[config.mk]
export PLATFORM = sky130hd
export DESIGN_NAME = rsp_merge
export DESIGN_NICKNAME = d
export VERILOG_FILES = /design/src/rtl/rsp_merge_pkg.sv /design/src/rtl/rsp_merge_chk.sv /design/src/rtl/rsp_merge.sv
export SDC_FILE = /design/constraint.sdc
export NUM_CORES = 1
export LEC_CHECK = 0
export CAP_MARGIN = 25
export CORE_AREA = 2 2 303 305
export DETAILED_ROUTE_END_ITERATION = 8
export DIE_AREA = 0 0 305 307
export GPL_TIMING_DRIVEN = 0
export PLACE_DENSITY = 0.38
export SLEW_MARGIN = 30
export SYNTH_ARGS = -nofsm -noshare
export SYNTH_HDL_FRONTEND = slang
export SYNTH_HIERARCHICAL = 1
export SYNTH_SLANG_ARGS = --single-unit
[constraint.sdc]
create_clock -name clk -period 2.7 [get_ports clk]
set_input_delay 0.675 -clock clk [delete_from_list [all_inputs] [get_ports clk]]
set_output_delay 0.675 -clock clk [all_outputs]
set_load 0.005 [all_outputs]
[src/rtl/rsp_merge_pkg.sv]
// Shared widths, tuser field offsets, FSM encodings and helpers for rsp_merge.
// Optional feature macro: RSP_MERGE_LEN_CHK_EN (merged-length compare in rsp_merge_chk).
`ifndef DMA_DATA_W
`define DMA_DATA_W 256
`endif
`ifndef DMA_KEEP_W
`define DMA_KEEP_W 8
`endif
`ifndef AXIS_TUSER_W
`define AXIS_TUSER_W 108
`endif

package rsp_merge_pkg;

  localparam int unsigned DataW  = `DMA_DATA_W;
  localparam int unsigned KeepW  = `DMA_KEEP_W;
  localparam int unsigned TuserW = `AXIS_TUSER_W;
  localparam int unsigned LenW   = 11;
  localparam int unsigned TagW   = 8;

  localparam int unsigned UReqTypeLsb = 104;
  localparam int unsigned UTagLsb     = 96;
  localparam int unsigned UAddrLsb    = 32;
  localparam int unsigned UTotLsb     = 20;
  localparam int unsigned UFinalBit   = 19;
  localparam int unsigned USubLsb     = 8;

  localparam logic [3:0] StIdle   = 4'b0001;
  localparam logic [3:0] StFirst  = 4'b0010;
  localparam logic [3:0] StMid    = 4'b0100;
  localparam logic [3:0] StSubEnd = 4'b1000;

  function automatic logic [LenW-1:0] popcount(input logic [KeepW-1:0] keep);
    logic [LenW-1:0] n;
    n = '0;
    for (int unsigned i = 0; i < KeepW; i++) begin
      n = n + LenW'(keep[i]);
    end
    return n;
  endfunction

endpackage

[src/rtl/rsp_merge_chk.sv]
// Merge checker: DW counter, tag / sub-length / total-length checks, saturating error count.
// Macro RSP_MERGE_LEN_CHK_EN enables the total-length compare at the merged last beat.
module rsp_merge_chk
  import rsp_merge_pkg::*;
(
  input  logic            clk,
  input  logic            rst_n,
  input  logic            i_acc,
  input  logic            i_first,
  input  logic            i_run_start,
  input  logic [KeepW-1:0] i_keep,
  input  logic [TagW-1:0] i_tag,
  input  logic [TagW-1:0] i_run_tag,
  input  logic            i_final,
  input  logic [LenW-1:0] i_sub_len,
  input  logic            i_out_last,
  input  logic [LenW-1:0] i_total,
  output logic            o_err,
  output logic [15:0]     o_err_cnt
);

  logic [LenW-1:0] r_dw_cnt;
  logic [LenW-1:0] w_cnt_d;
  logic            w_tag_err;
  logic            w_len_err;
  logic            w_total_err;
  logic            w_err;

  assign w_tag_err = i_acc & i_first & ~i_run_start & (i_tag != i_run_tag);
  assign w_len_err = i_acc & i_first & ~i_final & ((i_sub_len % LenW'(KeepW)) != '0);

`ifdef RSP_MERGE_LEN_CHK_EN
  assign w_total_err = i_out_last & (r_dw_cnt != i_total);
`else
  logic w_unused_total;
  assign w_unused_total = ^i_total;
  assign w_total_err    = 1'b0;
`endif

  assign w_err = w_tag_err | w_len_err | w_total_err;

  // Clear and add can coincide when a new run starts as the previous one leaves.
  always_comb begin
    w_cnt_d = r_dw_cnt;
    if (i_out_last) w_cnt_d = '0;
    if (i_acc) w_cnt_d = w_cnt_d + popcount(i_keep);
  end

  always_ff @(posedge clk or negedge rst_n) begin
    if (!rst_n) begin
      r_dw_cnt  <= '0;
      o_err     <= 1'b0;
      o_err_cnt <= '0;
    end else begin
      r_dw_cnt <= w_cnt_d;
      o_err    <= w_err;
      if (w_err && (o_err_cnt != 16'hFFFF)) o_err_cnt <= o_err_cnt + 16'd1;
    end
  end

endmodule

[src/rtl/rsp_merge.sv]
// rsp_merge: concatenates an in-order run of sub-responses into one AXI-S packet.
// Macro RSP_MERGE_LEN_CHK_EN enables the merged-length check inside rsp_merge_chk.
module rsp_merge
  import rsp_merge_pkg::*;
(
  input  logic              clk,
  input  logic              rst_n,
  input  logic              i_sub_valid,
  input  logic              i_sub_last,
  output logic              o_sub_ready,
  input  logic [DataW-1:0]  i_sub_data,
  input  logic [KeepW-1:0]  i_sub_keep,
  input  logic [TuserW-1:0] i_sub_user,
  output logic              o_m_valid,
  output logic              o_m_last,
  input  logic              i_m_ready,
  output logic [DataW-1:0]  o_m_data,
  output logic [KeepW-1:0]  o_m_keep,
  output logic [TuserW-1:0] o_m_user,
  output logic              o_err,
  output logic [15:0]       o_err_cnt
);

  logic              r_vld;
  logic              r_last;
  logic              r_final;
  logic [DataW-1:0]  r_data;
  logic [KeepW-1:0]  r_keep;
  logic [TuserW-1:0] r_muser;
  logic [TagW-1:0]   r_tag;
  logic [LenW-1:0]   r_total;
  logic [3:0]        r_state;
  logic [3:0]        w_state_d;
  logic              w_acc;
  logic              w_out_last;
  logic              w_first_in;
  logic              w_run_start;
  logic [TuserW-1:0] w_muser_first;

  assign o_sub_ready = ~r_vld | i_m_ready;
  assign w_acc       = i_sub_valid & o_sub_ready;
  assign o_m_valid   = r_vld;
  assign o_m_last    = r_vld & r_last & r_final;
  assign o_m_data    = r_data;
  assign o_m_keep    = r_keep;
  assign o_m_user    = r_muser;
  assign w_out_last  = o_m_last & i_m_ready;

  // Next accepted beat opens a sub-response after a sub_last; it opens a run if that was final.
  assign w_first_in  = (r_state == StIdle) | (r_state == StSubEnd);
  assign w_run_start = (r_state == StIdle) | ((r_state == StSubEnd) & r_final);

  always_comb begin
    w_muser_first                    = i_sub_user;
    w_muser_first[USubLsb +: LenW]   = i_sub_user[UTotLsb +: LenW];
    w_muser_first[UFinalBit]         = 1'b1;
  end

  always_comb begin
    w_state_d = r_state;
    if (w_acc) begin
      if (i_sub_last)      w_state_d = StSubEnd;
      else if (w_first_in) w_state_d = StFirst;
      else                 w_state_d = StMid;
    end else if (w_out_last) begin
      w_state_d = StIdle;
    end
  end

  always_ff @(posedge clk or negedge rst_n) begin
    if (!rst_n) begin
      r_state <= StIdle;
      r_vld   <= 1'b0;
      r_last  <= 1'b0;
      r_final <= 1'b0;
      r_data  <= '0;
      r_keep  <= '0;
      r_muser <= '0;
      r_tag   <= '0;
      r_total <= '0;
    end else begin
      r_state <= w_state_d;
      if (w_acc) begin
        r_vld  <= 1'b1;
        r_data <= i_sub_data;
        r_keep <= i_sub_keep;
        r_last <= i_sub_last;
      end else if (i_m_ready) begin
        r_vld <= 1'b0;
      end
      if (w_acc && w_first_in) begin
        r_tag   <= i_sub_user[UTagLsb +: TagW];
        r_total <= i_sub_user[UTotLsb +: LenW];
        r_final <= i_sub_user[UFinalBit];
      end
      if (w_acc && w_run_start) r_muser <= w_muser_first;
      else if (w_out_last)      r_muser <= '0;
    end
  end

  rsp_merge_chk u_chk (
    .clk         (clk),
    .rst_n       (rst_n),
    .i_acc       (w_acc),
    .i_first     (w_first_in),
    .i_run_start (w_run_start),
    .i_keep      (i_sub_keep),
    .i_tag       (i_sub_user[UTagLsb +: TagW]),
    .i_run_tag   (r_tag),
    .i_final     (i_sub_user[UFinalBit]),
    .i_sub_len   (i_sub_user[USubLsb +: LenW]),
    .i_out_last  (w_out_last),
    .i_total     (r_total),
    .o_err       (o_err),
    .o_err_cnt   (o_err_cnt)
  );

endmodule

==> qor.csv <==
metric,value,unit
max_freq,387.0,MHz
dieWidth,305,um
overflow,0,
cts.sinks,393,
path_cells,"clkdlybuf4s50_1, nand2b_1, buf_4, nand2_4, inv_8, nand2_1, or3_1, buf_2, buf_6, a211oi_2, mux2_2",
yosys_warnings,6,
max_stage_delay,0.51,ns
routed_via_density,3.727,
tritoncts,done,
post_cts_buffers,0,
status,completed,
drt_iter0_drc,293,
worst_ep_arrival_time,3.06,ns
hold_viol_final,0,
rsz0062_at_grt,false,
relSlewSlack,42.32,%
synth.cell_area,16040,um^2
gp_congestion,0.7487,
worstSetupPathType,primary input to flop,
period_minus_slack,2.584,ns
cellPowerDensity,788.3,nW/um^2
nFillCells,9320,
layout-drive-gt1-share,19.70,%
num_rows,111,
ant_nets,0,
antenna_found_initial,13,
clk_path_buf_depth,3,
dr.pass1.iters,4,
synthCells,1121,
dp_hpwl,48920,um
drt_wl_total,61670,um
cts_max_level,2,
worstPathRequired,3.17,ns
stdcell_area,26910,um^2
dieArea,93640,um^2
finalCritPeriodShare,95.71,%
dp_cells,3072,
drv_cap,0,
cts_made_buffers,51,
met1_length,22420,um
nets,2317,
tightest_slew,0.8653,ns
finalSetupViolCount,0,
wl_per_cell,19.50,um
seqCellArea,9836,um^2
portBuffers,760,
maxSlewViolCount,0,
multiInputGateArea,5239,um^2
fin_util,29.67,%
grtUsageTotal,12.85,%
place_area,25270,um^2
route.met3.wl,5551,um
skew,0.02220,ns
areaGrowthSynthToFinish,67.76,%
ir_drop,0.0004973,V
grt_max_degree,75,
fin_cells,3162,
chipHeight,307,um
cts_root_buf,clkbuf_16,
endpoint_kind,flop,
top_layer,met5,
grt_pass1_vias,12790,
critical-path-slowest-cell,clkdlybuf4s50_1,
synth_area_per_cell,14.31,um^2
grt_pass1_wl,89530,um
crit_fanout,15,
start_kind,primary input,
synth_fp_nets,1499,
vias,11786,
final.setup.tns,0,ns
min_path_type,flop to flop,
clk_latency,0.60,ns
drc,0,
hold_ws,0.4837,ns
core,90690,um^2
power.leakage,0.01206,uW
ios,769,
clk_pin_slew,0.06,ns
wl_met2,32070,um
initial_core_util,17.68,%
## sequential cells by signal, indices dropped and copies added (netlist names)
name,count
o_m_data,256
u_chk/o_err,1
r_last,1
r_final,1
o_m_user,97
r_state,4
o_m_valid,1
u_chk/o_err_cnt,16
o_m_keep,8
r_tag,8
## cell usage in the layout, fill, tap and decap left out, types with 4 or more instances in the layout
cell and n:
clkbuf_1 20, clkbuf_8 12, a2111oi_2 5, buf_8 4
mux2_2 199, dfrtp_1 392, mux2_1 46, nand2_1 110
xor2_1 12, mux2i_1 96, buf_2 6, xnor2_1 9
buf_4 19, clkbuf_16 52, mux2_4 31, buf_16 5
inv_1 102, clkdlybuf4s50_1 758, nand3_1 4, clkinv_2 10
nand4_1 6, buf_6 29, a211oi_1 4
## report_power, final
part	total, uW	internal, uW	leakage [uW]	switching [uW]
registers	8220	7350	0.00476	868
logic	6440	4160	0.00651	2280
clock network	6550	3840	0.000794	2710
total	21200	15300	0.0121	5860
## layout make-up
type	instances	share of cell area, %
diodes	1	0.009301
plain buffers	68	2.176
clock buffers	74	5.590
clock inverters	15	0.3674
inverters	103	1.465
multi-input cells	556	19.47
flip-flops and latches	393	36.56
well taps	1186	5.515
repair buffers	766	28.85
## final timing paths
path,startpoint,endpoint,slack (ns),cells past startpoint
worst max-delay path,i_m_ready,u_chk/o_err_cnt[12],0.12,11
worst min-delay path,o_m_data[194],o_m_data[194],0.48,1
worst max register to register,r_state[0],u_chk/o_err_cnt[12],0.27,9
worst min register to register,o_m_data[194],o_m_data[194],0.48,1
max in group asynchronous,rst_n,o_m_data[60],0.60,5
min in group asynchronous,rst_n,o_m_keep[7],0.58,2
## layer usage
layer	vias up	GRT usage, %
met5	-	0
met4	22	3.523
met3	104	5.245
met2	456	23.54
met1	5789	13.46
li1	5415	-
## per-stage QoR
step	setup slack [ns]	power (uW)
detailed placement	-1.083	14910
global route	0.004113	22490
finish	0.1159	21210
floorplan	0.05104	10280
CTS	0.004003	21760
global placement	-18.49	14840
## critical path, delay by kind of cell
kind	cells	cell delay, ns
AOI/OAI and AO/OA	1	0.21
buffers and inverters	5	1.18
muxes	1	0.35
and+or+nand+nor	4	0.62
## timing repair
item	in CTS	in global routing
endpoints found under the setup margin	16	11
endpoints found under the hold margin	47	0
cloned	0	0
hold buffers	1	0
resized for setup	8	4
No activity file was read; power rests on OpenSTA's default activity.
